### src/rtl/fp_pkg.sv
// Shared single-precision float definitions for the fp_multiplication / fp_division family.
package fp_pkg;

  localparam int unsigned EXP_W  = 8;
  localparam int unsigned MANT_W = 23;
  localparam int unsigned BIAS   = 127;

  typedef struct packed {
    logic              sign;
    logic [EXP_W-1:0]  exp;
    logic [MANT_W-1:0] mant;
  } fp32_t;

  typedef enum logic [1:0] {
    IDLE,
    MUL,
    NORM,
    DONE
  } state_t;

endpackage

### src/rtl/fp_multiplication_if.sv
// Operand/result handshake bundle for fp_multiplication.
interface fp_multiplication_if;

  logic        in_valid;
  logic        in_ready;
  logic [31:0] a1;
  logic [31:0] b1;
  logic        out_valid;
  logic        out_ready;
  logic [31:0] c;
  logic        busy;

  modport master (
    output in_valid, a1, b1, out_ready,
    input  in_ready, out_valid, c, busy
  );

  modport slave (
    input  in_valid, a1, b1, out_ready,
    output in_ready, out_valid, c, busy
  );

endinterface

### src/rtl/fp_mant_mul_seq.sv
// Iterative unsigned W x W shift-add multiplier, one partial product per cycle.
// done pulses for one cycle after the last partial product has been added.
module fp_mant_mul_seq #(
  parameter int unsigned W = 24
) (
  input  logic           clk,
  input  logic           rst_n,
  input  logic           start,
  input  logic [W-1:0]   a,
  input  logic [W-1:0]   b,
  output logic           done,
  output logic [2*W-1:0] p
);

  localparam int unsigned CW = $clog2(W);

  logic [W-1:0]   a_q;
  logic [2*W-1:0] b_sh;
  logic [CW-1:0]  cnt;
  logic           run;

  always_ff @(posedge clk or negedge rst_n) begin
    if (!rst_n) begin
      a_q  <= '0;
      b_sh <= '0;
      cnt  <= '0;
      run  <= 1'b0;
      done <= 1'b0;
      p    <= '0;
    end else begin
      done <= 1'b0;
      if (start) begin
        a_q  <= a;
        b_sh <= {{W{1'b0}}, b};
        cnt  <= '0;
        run  <= 1'b1;
        p    <= '0;
      end else if (run) begin
        // b_sh always equals b << cnt
        if (a_q[cnt]) begin
          p <= p + b_sh;
        end
        b_sh <= b_sh << 1;
        cnt  <= cnt + 1'b1;
        if (cnt == CW'(W - 1)) begin
          run  <= 1'b0;
          done <= 1'b1;
        end
      end
    end
  end

endmodule

### src/rtl/fp_multiplication.sv
// Sequential IEEE-754 single-precision multiplier: truncating, denormals flushed to zero.
// Optional FP_MUL_SATURATE_EN: clamp exponent overflow to infinity and underflow to zero.
module fp_multiplication
  import fp_pkg::*;
(
  input logic                clk,
  input logic                rst_n,
  fp_multiplication_if.slave bus
);

  localparam int unsigned MW = MANT_W + 1;
  localparam int unsigned PW = 2 * MW;
  localparam int unsigned XW = EXP_W + 2;
  localparam logic signed [XW-1:0] EXP_MAX  = XW'((1 << EXP_W) - 1);
  localparam logic signed [XW-1:0] EXP_ZERO = '0;
  localparam logic signed [XW-1:0] EXP_BIAS = XW'(BIAS);

  state_t                 state;
  logic                   in_ready_q;
  logic                   out_valid_q;
  logic                   busy_q;
  fp32_t                  c_q;
  logic                   sc_q;
  logic signed [XW-1:0]   exp_q;
  logic                   zero_q;

  fp32_t                  a_f;
  fp32_t                  b_f;
  logic                   fire;
  logic                   mul_done;
  logic [PW-1:0]          prod;

  logic signed [XW-1:0]   exp_inc;
  logic signed [XW-1:0]   exp_n;
  logic [MANT_W-1:0]      mant_n;
  fp32_t                  res_n;

  assign a_f  = bus.a1;
  assign b_f  = bus.b1;
  assign fire = bus.in_valid && in_ready_q;

  assign bus.in_ready  = in_ready_q;
  assign bus.out_valid = out_valid_q;
  assign bus.busy      = busy_q;
  assign bus.c         = c_q;

  fp_mant_mul_seq #(
    .W(MW)
  ) u_mant_mul (
    .clk   (clk),
    .rst_n (rst_n),
    .start (fire),
    .a     ({1'b1, a_f.mant}),
    .b     ({1'b1, b_f.mant}),
    .done  (mul_done),
    .p     (prod)
  );

  always_comb begin
    exp_inc    = prod[PW-1] ? XW'(1) : '0;
    exp_n      = exp_q + exp_inc;
    mant_n     = prod[PW-1] ? prod[PW-2 -: MANT_W] : prod[PW-3 -: MANT_W];
    res_n.sign = sc_q;
    res_n.exp  = exp_n[EXP_W-1:0];
    res_n.mant = mant_n;
    if (zero_q) begin
      res_n.exp  = '0;
      res_n.mant = '0;
    end
`ifdef FP_MUL_SATURATE_EN
    else if (exp_n >= EXP_MAX) begin
      res_n.exp  = '1;
      res_n.mant = '0;
    end else if (exp_n <= EXP_ZERO) begin
      res_n.exp  = '0;
      res_n.mant = '0;
    end
`endif
  end

  always_ff @(posedge clk or negedge rst_n) begin
    if (!rst_n) begin
      state       <= IDLE;
      in_ready_q  <= 1'b1;
      out_valid_q <= 1'b0;
      busy_q      <= 1'b0;
      c_q         <= '0;
      sc_q        <= 1'b0;
      exp_q       <= '0;
      zero_q      <= 1'b0;
    end else begin
      case (state)
        IDLE: begin
          if (fire) begin
            sc_q       <= a_f.sign ^ b_f.sign;
            exp_q      <= $signed({2'b00, a_f.exp}) + $signed({2'b00, b_f.exp}) - EXP_BIAS;
            zero_q     <= (a_f.exp == '0) || (b_f.exp == '0);
            in_ready_q <= 1'b0;
            busy_q     <= 1'b1;
            state      <= MUL;
          end
        end
        MUL: begin
          if (mul_done) begin
            state <= NORM;
          end
        end
        NORM: begin
          c_q         <= res_n;
          out_valid_q <= 1'b1;
          busy_q      <= 1'b0;
          state       <= DONE;
        end
        DONE: begin
          // in_ready reopens only after the result has been taken
          if (bus.out_ready) begin
            out_valid_q <= 1'b0;
            in_ready_q  <= 1'b1;
            state       <= IDLE;
          end
        end
        default: state <= IDLE;
      endcase
    end
  end

endmodule

### src/flat_wrapper.sv
// flat-port wrapper written by rule: the top's interface ports become plain ports
module fp_multiplication_flat import fp_pkg::*;
  (clk, rst_n, bus_in_valid, bus_a1, bus_b1, bus_out_ready, bus_in_ready, bus_out_valid, bus_c, bus_busy);
  fp_multiplication_if bus_i ();
  input logic clk;
  input logic rst_n;
  input wire logic [$bits(bus_i.in_valid)-1:0] bus_in_valid;
  input wire logic [$bits(bus_i.a1)-1:0] bus_a1;
  input wire logic [$bits(bus_i.b1)-1:0] bus_b1;
  input wire logic [$bits(bus_i.out_ready)-1:0] bus_out_ready;
  output wire logic [$bits(bus_i.in_ready)-1:0] bus_in_ready;
  output wire logic [$bits(bus_i.out_valid)-1:0] bus_out_valid;
  output wire logic [$bits(bus_i.c)-1:0] bus_c;
  output wire logic [$bits(bus_i.busy)-1:0] bus_busy;
  assign bus_i.in_valid = bus_in_valid;
  assign bus_i.a1 = bus_a1;
  assign bus_i.b1 = bus_b1;
  assign bus_i.out_ready = bus_out_ready;
  assign bus_in_ready = bus_i.in_ready;
  assign bus_out_valid = bus_i.out_valid;
  assign bus_c = bus_i.c;
  assign bus_busy = bus_i.busy;
  fp_multiplication u_core (.clk(clk), .rst_n(rst_n), .bus(bus_i));
endmodule
### config.mk
export PLATFORM = sky130hd
export DESIGN_NAME = fp_multiplication_flat
export DESIGN_NICKNAME = d
export VERILOG_FILES = /design/src/rtl/fp_pkg.sv /design/src/rtl/fp_multiplication_if.sv /design/src/rtl/fp_mant_mul_seq.sv /design/src/rtl/fp_multiplication.sv /design/src/flat_wrapper.sv
export SDC_FILE = /design/constraint.sdc
export NUM_CORES = 1
export LEC_CHECK = 0
export CAP_MARGIN = 20
export CELL_PAD_IN_SITES_DETAIL_PLACEMENT = 1
export CELL_PAD_IN_SITES_GLOBAL_PLACEMENT = 1
export CORE_UTILIZATION = 40
export CTS_CLUSTER_DIAMETER = 40
export DETAILED_ROUTE_END_ITERATION = 8
export PLACE_DENSITY_LB_ADDON = 0.1
export SYNTH_ARGS = -nofsm -noshare
export SYNTH_HDL_FRONTEND = slang
export SYNTH_SLANG_ARGS = --single-unit
### constraint.sdc
create_clock -name clk -period 3.15 [get_ports clk]
set_input_delay 0.63 -clock clk [delete_from_list [all_inputs] [get_ports clk]]
set_output_delay 0.63 -clock clk [all_outputs]
set_load 0.03 [all_outputs]
======== After elaboration in Yosys (flattened, before gate mapping) ========
Cells that the tools add are included.
storage, ports and cells
  register bits ........................... 174
  input bits .............................. 68
  output and inout port bits .............. 35
  word-level logic and storage cells ...... 75
operators by class
  add/sub/neg operators ................... 5
  $lt $le $gt $ge ......................... 1
  equal/unequal tests ..................... 7
  muxes and demuxes ....................... 29
  bitwise logic cells ..................... 1
  reduce and logical (&&, ||, !) cells .... 16
operators by type and width
  kind                                                                   count
  48-bit two-way mux                                                     5
  48-bit adder                                                           1
  31-bit two-way mux                                                     1
  23-bit two-way mux                                                     1
  8-bit zero test                                                        2
  1-bit two-way mux                                                      12
  5-bit two-way mux                                                      2
  2-bit nonzero test                                                     5
  8-bit by 2-bit adder with 8-bit output                                 1
  8-bit adder                                                            1
  2-bit case mux with 4 select lines                                     1
  2-bit AND reduction                                                    4
  8-bit by 7-bit subtractor with 8-bit output, second input constant     1
  5-bit by 6-bit < comparator with 1-bit output, second input constant   1
  2-bit two-way mux                                                      3
  1-bit case mux with 2 select lines                                     3
  3-bit AND reduction                                                    2
  5-bit by 1-bit adder with 5-bit output, second input constant          1
  1-bit binary-select mux with 5-bit select                              1
  5-bit equality test, second input constant                             1
  2-bit equality test, second input constant                             2
  2-bit != test, second input constant                                   2
  2-bit by 1-bit equality test with 1-bit output, second input constant  1
  2-bit zero test                                                        1
  4 further kinds                                                        4

======== Longest topological paths before layout ========
Gate-level depths: netlist of run 1.
  word-level depth ........................ 5
  mapped depth ............................ 11

======== Cells and area by module ========
Synthesis of run 1 repeated with hierarchy kept, for this count alone.
unflattened totals
  cells, all modules ...................... 1031
  area total of the unflattened synthesis .. 10623.9 um^2
by module, submodules not included
  module             instances  cells an instance  area each (um^2)  sequential area each (um^2)
  fp_mant_mul_seq    1          803                8090.3            3178.0
  fp_multiplication  1          228                2533.7            1177.4

======== Worst setup path before layout of run 1 ========
No wires, ideal clock.
  kind .................................... register -> register
  start point ............................. register u_core.u_mant_mul.b_sh[0]
  end point ............................... register u_core.u_mant_mul.p[44]
  library setup time ...................... 0.128 ns
  arrival ................................. 3.105 ns
  setup slack ............................. -0.083 ns
  stages on the path, launching flop included .. 12
  path buffers ............................ 0
  period minus slack after synthesis ...... 3.233 ns
  path through ............................ dfrtp_1 ha_1 fa_1 a21o_1 a221oi_2 a2111oi_2 or4_4 a31oi_4 and2_4 o31ai_2 a41oi_2 mux2_1
between the ends
  word-level cells in the longest chain between the ends .. 4
RTL lines
  what                    line                   RTL
  start, declared         fp_mant_mul_seq.sv:18  logic [2*W-1:0] b_sh;
  start signal, assigned  fp_mant_mul_seq.sv:34  b_sh <= {{W{1'b0}}, b};
  start signal, assigned  fp_mant_mul_seq.sv:43  b_sh <= b_sh << 1;
  48-bit adder            fp_mant_mul_seq.sv:41  p <= p + b_sh;
  48-bit two-way mux      fp_mant_mul_seq.sv:40  if (a_q[cnt]) begin
  48-bit two-way mux      fp_mant_mul_seq.sv:38  end else if (run) begin
  48-bit two-way mux      fp_mant_mul_seq.sv:32  if (start) begin
  end signal, assigned    fp_mant_mul_seq.sv:41
  end, declared           fp_mant_mul_seq.sv:12  output logic [2*W-1:0] p
Every way passes these cells. The select of a mux whose other input is x is not followed.
A chain may end at the register's enable or synchronous reset.

======== Worst setup path in the final report of run 1 ========
  start point ............................. register u_core.u_mant_mul.p[0]
  end point ............................... register u_core.u_mant_mul.p[44]
between the ends
  word-level cells in the longest chain between the ends .. 4
RTL lines
  what                line
  48-bit adder        fp_mant_mul_seq.sv:41
  48-bit two-way mux  fp_mant_mul_seq.sv:40
  48-bit two-way mux  fp_mant_mul_seq.sv:38
  48-bit two-way mux  fp_mant_mul_seq.sv:32
Every way passes these cells. The select of a mux whose other input is x is not followed.

==> impl_results.md, run 1 <==
- Status: finished, violations left
- Failing checks: setup timing
- CTS tree: built
- Syn avg cell area: 9.180 um^2
- Register area share after synthesis: 0.4165
- Count of cell types in the netlist: 67
- Vias per inst: about 5.4
- Die width: ~160 um
- Count of final setup violators: 3
- Crit share post-route: 1.020
- Combinational share of power: 0.044
- First-pass GRT wire length: 47,350 um
- Clock sink count: 174
- Initial DRC count: 279
- Final core occ: 0.5090
- Routed wire length: 28,090 um
- CP required: between 3000 and 4000 ps
- IO Count: 103
- R2R Path End: u_core.u_mant_mul.p[44]
- Core footprint: around 25,000 um^2
- Fin. Hold Viols: 0
- Minimum clock period: 3212 ps
- Worst R2R Start: u_core.u_mant_mul.p[0]
- Layout area overhead: 23.63%
- WP data arrival: 3540 ps
- CP max FO: 2
- RePlAce Congestion: roughly 0.82
- TritonCTS buffer count: 17
- Tot GR Track Use: 0.2222
- Net Sw Frac: 0.2554
- Routed Antenna Nets: 0
- Initial antenna violation count: 0
- Leading register cell type out of synthesis: dfrtp_1
- Share of cells above drive strength 1: 0.1082
- Reg power frac: 0.473
- Unrepaired setup endpoints after global routing: yes
- Setup Skew: 18.76 ps
- Nets: 1,401
- Largest net degree at the start of global routing: 78
- Vias after detailed routing: a little under 9,000
- GRT overflow: 0
- Placement Cell Area: ~12,000 um^2
- Cell Int Power: 3.511 mW
- Slew margin rel.: 0.3588
- Post-Syn Instances: 1,139
- # Max-Cap Violations: 0
- Dpl hpwl: 19,690 um
- Antenna Cells: 0
- Post-route cell area: 12,930 um^2
- Mean routed wirelength per cell: between 15 and 20 um
- Clk Latency, worst-skew pair: ~460 ps
- # placed instances: 1,567
- # port buffers: a little over 100
- P per Cell Area: 364.8 nW/um^2
- Syn_nets: 1,277
- R2R setup slack: -60 ps
- Critical path class: reg -> reg
- Min-delay worst type: in -> async
- FP Rows: 58
- Drt drc: 0
- Slew Viols, Final: 0
- Max Freq: 0.3114 GHz
- Async S/R FF share, synth: 1.000
- Vias in the first global route: between 9,000 and 10,000
- Reg2reg path depth: 12
- CP Capture Type: flop
- Cell Area, Synth: 10,460 um^2
- Clock Pin Slew Worst Setup and Hold Paths: 80 ps
- Clock power share: 0.483
- Die Ht: 163.7 um
- Leak Pwr: about 6 nW
- Die area: 26,790 um^2
- Initial Util: 0.4117
- Final Power: 4.715 mW
- Post-synth EDFFs: 0
- VDD IR max: 303.2 uV
- Htree depth: 4
- Worst-Margin Slew: 961.9 ps
- Startpoint types: flop
- Seq cells post-synth: between 150 and 200
- Drt first pass iters: 4
- Longest Clk Path Bufs: 2
- Psw: 1.205 mW
- YS warnings: 0
- Final cell count without fillers: 1,606
- Worst hold slack: 109.8 ps
- Clk root buf: clkbuf_16
- Setup WS post-layout: -61.79 ps
[layer usage]
metal | routed length (um) | global-route usage | vias up
met1 | 13290 | 0.2892 | 4279
li1 | - | - | 4255
met5 | 0 | 0 | -
met2 | 13590 | 0.3792 | 116
met4 | 264 | 0.04545 | 0
met3 | 942 | 0.04647 | 21
[cell usage after synthesis (all sizes together) (2+ instances only)]
cell,instances,area [um^2]
nand2,187,701.9
dfrtp,173,4329
o21ai,103,515.5
mux2i,74,740.7
ha,68,850.8
nor2,62,232.7
a21oi,60,300.3
inv,59,221.5
clkbuf,47,176.4
o22ai,33,206.5
xnor2,32,280.3
a21o,31,232.7
xor2,22,192.7
buf,16,63.81
nand3,16,80.08
o31ai,16,130.1
nand4,15,93.84
nor3,9,45.04
o21a,9,67.56
nand2b,8,50.05
and3,7,43.79
or3,7,43.79
mux4,6,135.1
a211oi,5,37.54
a31oi,5,46.29
and2,5,33.78
mux2,5,56.30
o21bai,5,37.54
or4,5,41.29
a32o,4,40.04
nand3b,4,30.03
a2111oi,3,32.53
nor2b,3,18.77
nor4,3,18.77
a21boi,2,15.01
a41oi,2,25.03
and4,2,17.52
fa,2,40.04
o2bb2ai,2,17.52
o32ai,2,17.52
o41ai,2,17.52
[worst max-delay path by stage]
stage,start,to,slack (ps),cells after the start
global placement,u_core.u_mant_mul.p[0],u_core.u_mant_mul.p[44],-30,11
floorplan,u_core.u_mant_mul.b_sh[0],u_core.u_mant_mul.p[44],-0.9,11
detailed placement,u_core.u_mant_mul.p[0],u_core.u_mant_mul.p[44],-80,11
CTS,u_core.u_mant_mul.p[0],u_core.u_mant_mul.p[44],-60,12
finish,u_core.u_mant_mul.p[0],u_core.u_mant_mul.p[44],-60,12
global route,u_core.u_mant_mul.p[0],u_core.u_mant_mul.p[38],-200,13
[what timing repair did]
action / 4_1_cts / 5_1_grt
hold buffers: 0 / 0
endpoints found under the setup margin: 7 / 13
resized for setup: 4 / 18
endpoints found under the hold margin: 0 / 0
pin swaps: 8 / 1
setup buffers: 3 / 4
[cells by family after synthesis]
logic type               synth area share
AO/OA/AOI/OAI                      0.1770
XOR/XNOR                          0.04523
adder cells (fa/ha/maj)           0.08520
buffers and inverters             0.04415
flip-flops                         0.4165
multiplexers                      0.08915
AND/OR/NAND/NOR                    0.1428
[cell usage in the layout, fill, tap and decap left out, types with 6 or more instances in the layout]
cell type          n
nor3_1             8
xor2_1            22
o31ai_1           13
o22ai_1           33
o21ai_0          100
nand2_1          187
mux4_2             6
dfrtp_1          172
nand2b_1           8
xnor2_1           31
clkdlybuf4s50_1  101
inv_1             59
mux2i_1           74
nor2_1            62
nand4_1           15
nand3_1           16
clkbuf_16         17
and3_1             7
a21o_1            31
ha_1              65
a21oi_1           56
or3_1              7
o21a_1             9
buf_4             63
[power by group through the flow]
stage / Sequential [mW] / Clock [mW] / Combinational [mW]
2_1_floorplan: 2.28 / 0 / 0.0570
3_3_place_gp: 2.28 / 0 / 0.208
3_5_place_dp: 2.28 / 0 / 0.213
4_1_cts: 2.23 / 2.34 / 0.214
5_1_grt: 2.23 / 2.41 / 0.234
6_report: 2.23 / 2.28 / 0.207
[sequential cells by signal, summed over array words and instances, names as in the netlist, 2 cells and up]
signal                  flops
u_core.bus.c               32
u_core.exp_q                8
u_core.state                2
u_core.u_mant_mul.a_q      24
u_core.u_mant_mul.b_sh     48
u_core.u_mant_mul.cnt       5
u_core.u_mant_mul.p        48
[per-stage QoR]
step           TNS [ps]  worst slack [ps]
6_report         -105.7            -61.79
5_1_grt          -930.9            -201.0
4_1_cts          -103.4            -62.93
3_5_place_dp     -210.5            -75.23
3_3_place_gp     -31.14            -31.14
2_1_floorplan   -0.8538           -0.8538
[cell type report]
type	count	area [um^2]
multi-input combinational	843	5762
tap	330	412.9
clock inverter	15	202.7
timing repair buffer	168	1546
inverter	59	221.5
fill	2909	12470
sequential	174	4357
clock buffer	17	425.4
[critical path, cell delays in order, from the launching register on]
cell	delay [ps]
dfrtp_1	390
ha_2	200
fa_2	350
a21o_1	210
a221oi_4	270
buf_4	170
a2111oi_4	60
or4_4	530
a31oi_4	170
and2_4	170
o31ai_2	80
a41oi_2	170
mux2_4	320
Power figures use the tool's default switching activity.
==> inputs of run 2 (changes only) <==
GPL_ROUTABILITY_DRIVEN = 0   (was default)
SYNTH_HIERARCHICAL = 1   (was default)
==> impl_results.md, run 2 <==
- Status: completed (was finished, violations left)
- Dpl hpwl: 19,500 um (was 19,690 um)
- GRT overflow: 0 (unchanged)
- Worst R2R Start: u_core/u_mant_mul/b_sh[0] (was u_core.u_mant_mul.p[0])
- R2R Path End: u_core/u_mant_mul/p[38] (was u_core.u_mant_mul.p[44])
- IO Count: 103 (unchanged)
- Routed wire length: 26,570 um (was 28,090 um)
- Final core occ: 0.4854 (was 0.5090)
- Cell Area, Synth: 10,620 um^2 (was 10,460 um^2)
- Startpoint types: flop (unchanged)
- Setup WS post-layout: 100.9 ps (was -61.79 ps)
- Initial DRC count: 285 (was 279)
- Seq cells post-synth: 174 (unchanged)
- # Max-Cap Violations: 0 (unchanged)
- Share of cells above drive strength 1: 0.1178 (was 0.1082)
- FP Rows: 59 (was 58)
- Top-count cell post-synth: dfrtp_1 (was nand2_1)
- Dominant cells by area after synthesis: dfrtp_1, ha_1, mux2i_1 (unchanged)
- Layout area overhead: 19.07% (was 23.63%)
- First-pass GRT wire length: 44,050 um (was 47,350 um)
- Tot GR Track Use: 0.2040 (was 0.2222)
- CP max FO: 4 (was 2)
- Clk Latency, worst-skew pair: 440 ps (was 460 ps)
- Longest Clk Path Bufs: 2 (unchanged)
- Post-synth EDFFs: 0 (unchanged)
- Core footprint: 26,060 um^2 (was 25,400 um^2)
- Critical path class: reg -> reg (unchanged)
- VDD IR max: 303.9 uV (was 303.2 uV)
- Slew Viols, Final: 0 (unchanged)
- Register area share after synthesis: 0.4100 (was 0.4165)
- TritonCTS buffer count: 17 (unchanged)
- Leading register cell type out of synthesis: dfrtp_1 (unchanged)
- Slew margin rel.: 0.4629 (was 0.3588)
- Syn avg cell area: 10.30 um^2 (was 9.180 um^2)
- Fin. Hold Viols: 0 (unchanged)
- Async S/R FF share, synth: 1.000 (unchanged)
- Drt drc: 0 (unchanged)
- Vias after detailed routing: 8,113 (was 8,671)
- Mean routed wirelength per cell: 18.04 um (was 17.49 um)
- Die width: 165.0 um (was 163.7 um)
- R2R setup slack: 100 ps (was -60 ps)
- # port buffers: 102 (unchanged)
- Worst-Margin Slew: 805.7 ps (was 961.9 ps)
- Most frequent cells in the layout: dfrtp_1, clkdlybuf4s50_1, nand2_1 (was nand2_1, dfrtp_1, clkdlybuf4s50_1)
- Crit path launch: u_core/u_mant_mul/b_sh[0] (was u_core.u_mant_mul.p[0])
- CP required: 3470 ps (was 3480 ps)
- Initial antenna violation count: 0 (unchanged)
- Dpl ws: 21.40 ps (was -75.23 ps)
- Post-CTS Hold Fix Bufs: 0 (unchanged)
- Synth top area share: 0.4075 (was 0.4140)
- WP data arrival: 3370 ps (was 3540 ps)
- Reg2reg path depth: 11 (was 12)
- Clock sink count: 174 (unchanged)
- Crit share post-route: 0.9680 (was 1.020)
- Vias in the first global route: 8,500 (was 9,282)
- Routed Antenna Nets: 0 (unchanged)
- Count of cell types in the netlist: 89 (was 67)
- Htree depth: 4 (unchanged)
- CP Capture Type: flop (unchanged)
- Min-delay worst type: in -> async (unchanged)
- Clock Pin Slew Worst Setup and Hold Paths: 70 ps (was 80 ps)
- Clk root buf: clkbuf_16 (unchanged)
- YS warnings: 6 (was 0)
- Vias per inst: 5.508 (was 5.399)
- Setup TNS: 0 ps (was -105.7 ps)
- Die Ht: 165.0 um (was 163.7 um)
- P per Cell Area: 363.3 nW/um^2 (was 364.8 nW/um^2)
- Worst hold slack: 142.4 ps (was 109.8 ps)
- Drt first pass iters: 4 (unchanged)
- CTS tree: built (unchanged)
- Post-synth top cells: dfrtp_1, nand2_1, mux2i_1 (was nand2_1, dfrtp_1, o21ai_0)
- Nets: 1,263 (was 1,401)
- Count of final setup violators: 0 (was 3)
- Setup Skew: 12.83 ps (was 18.76 ps)
- Minimum clock period: 3049 ps (was 3212 ps)
- Yosys top cell by area: dfrtp_1 (unchanged)
- Initial Util: 0.4077 (was 0.4117)
- Largest net degree at the start of global routing: 83 (was 78)
- Antenna Cells: 0 (unchanged)
- Die area: 27,220 um^2 (was 26,790 um^2)
- Post-Syn Instances: 1,031 (was 1,139)
- Max Freq: 0.3280 GHz (was 0.3114 GHz)
- Leak Pwr: 5.579 nW (was 5.974 nW)
- Most common cell after layout, fill and taps aside: dfrtp_1 (was nand2_1)
run 2: cell count changes in the layout (fill, tap and decap cells not counted), moves of 23 or more:
cell / before / now
a22o_1: 1 / 36
buf_4: 63 / 26
o22ai_1: 33 / 0
o2bb2ai_1: 2 / 31
nand2_1: 187 / 83
inv_1: 59 / 31
o21ai_0: 100 / 62
mux2_2: 4 / 27
run 2: worst max-delay path by stage:
stage                                         end
after detailed placement  u_core/u_mant_mul/p[46]
after global routing      u_core/u_mant_mul/p[42]
after global placement    u_core/u_mant_mul/p[46]
final                     u_core/u_mant_mul/p[38]
after floorplan           u_core/u_mant_mul/p[46]
after CTS                 u_core/u_mant_mul/p[46]
run 2: cells by family after synthesis:
| group | share of synthesized area |
|---|---|
| and+or+nand+nor | 0.1053 |
| xor gates and xnor gates | 0.04122 |
| adders and majority gates | 0.08385 |
| other | 0.0003530 |
| DFF | 0.4100 |
| AOI/OAI and AO/OA | 0.2085 |
| buffers and inverters | 0.03981 |
| muxes | 0.1111 |
run 2: worst max-delay path, stage by stage (launching register included):
cell       delay [ps]
dfrtp_1           400
ha_1              220
fa_2              380
a211oi_2          240
o21bai_2          130
o21ai_4           210
a2111oi_4         120
or4b_4            510
and3_4            200
nor2_4            110
o21ai_0           100
a221o_1           310
run 2: metal layers:
metal	wire (um)	global-route usage	up-vias	share of wire
met1	13100	0.2801	4024	0.49
met2	12590	0.3377	95	0.47
met3	710	0.03290	12	0.027
met5	0	0	-	0
met4	165	0.04254	0	0.0062
li1	-	-	3982	-
run 2: where the power goes:
part           leakage, nW  internal, mW  switching [mW]
Sequential            2.15          2.23               0
Clock                0.288          1.07            1.08
Combinational         3.14         0.112          0.0965
Total                 5.58          3.41            1.18
run 2: timing repair:
item / CTS / global route
setup buffers: 0 / 2
hold endpoints to repair: 0 / 0
resized for setup: 0 / 7
setup endpoints to repair: 0 / 8
run 2: final cells by class:
type                    count  area [um^2]
flip-flops and latches    174         4357
repair buffers            130         1257
inverters                  32        121.4
fillers                  2885        13410
clock inverters            15        167.7
multi-input cells         770         5902
well taps                 335        419.2
clock buffers              17        425.4
run 2: stage by stage:
step                      total power, mW  area (um^2)  std cells
after floorplan                     2.334        10630       1032
after global placement              2.490        12000       1439
after detailed placement            2.490        12000       1439
after CTS                           4.664        12590       1471
after global routing                4.774        12650       1473
final                               4.596        12650       1473
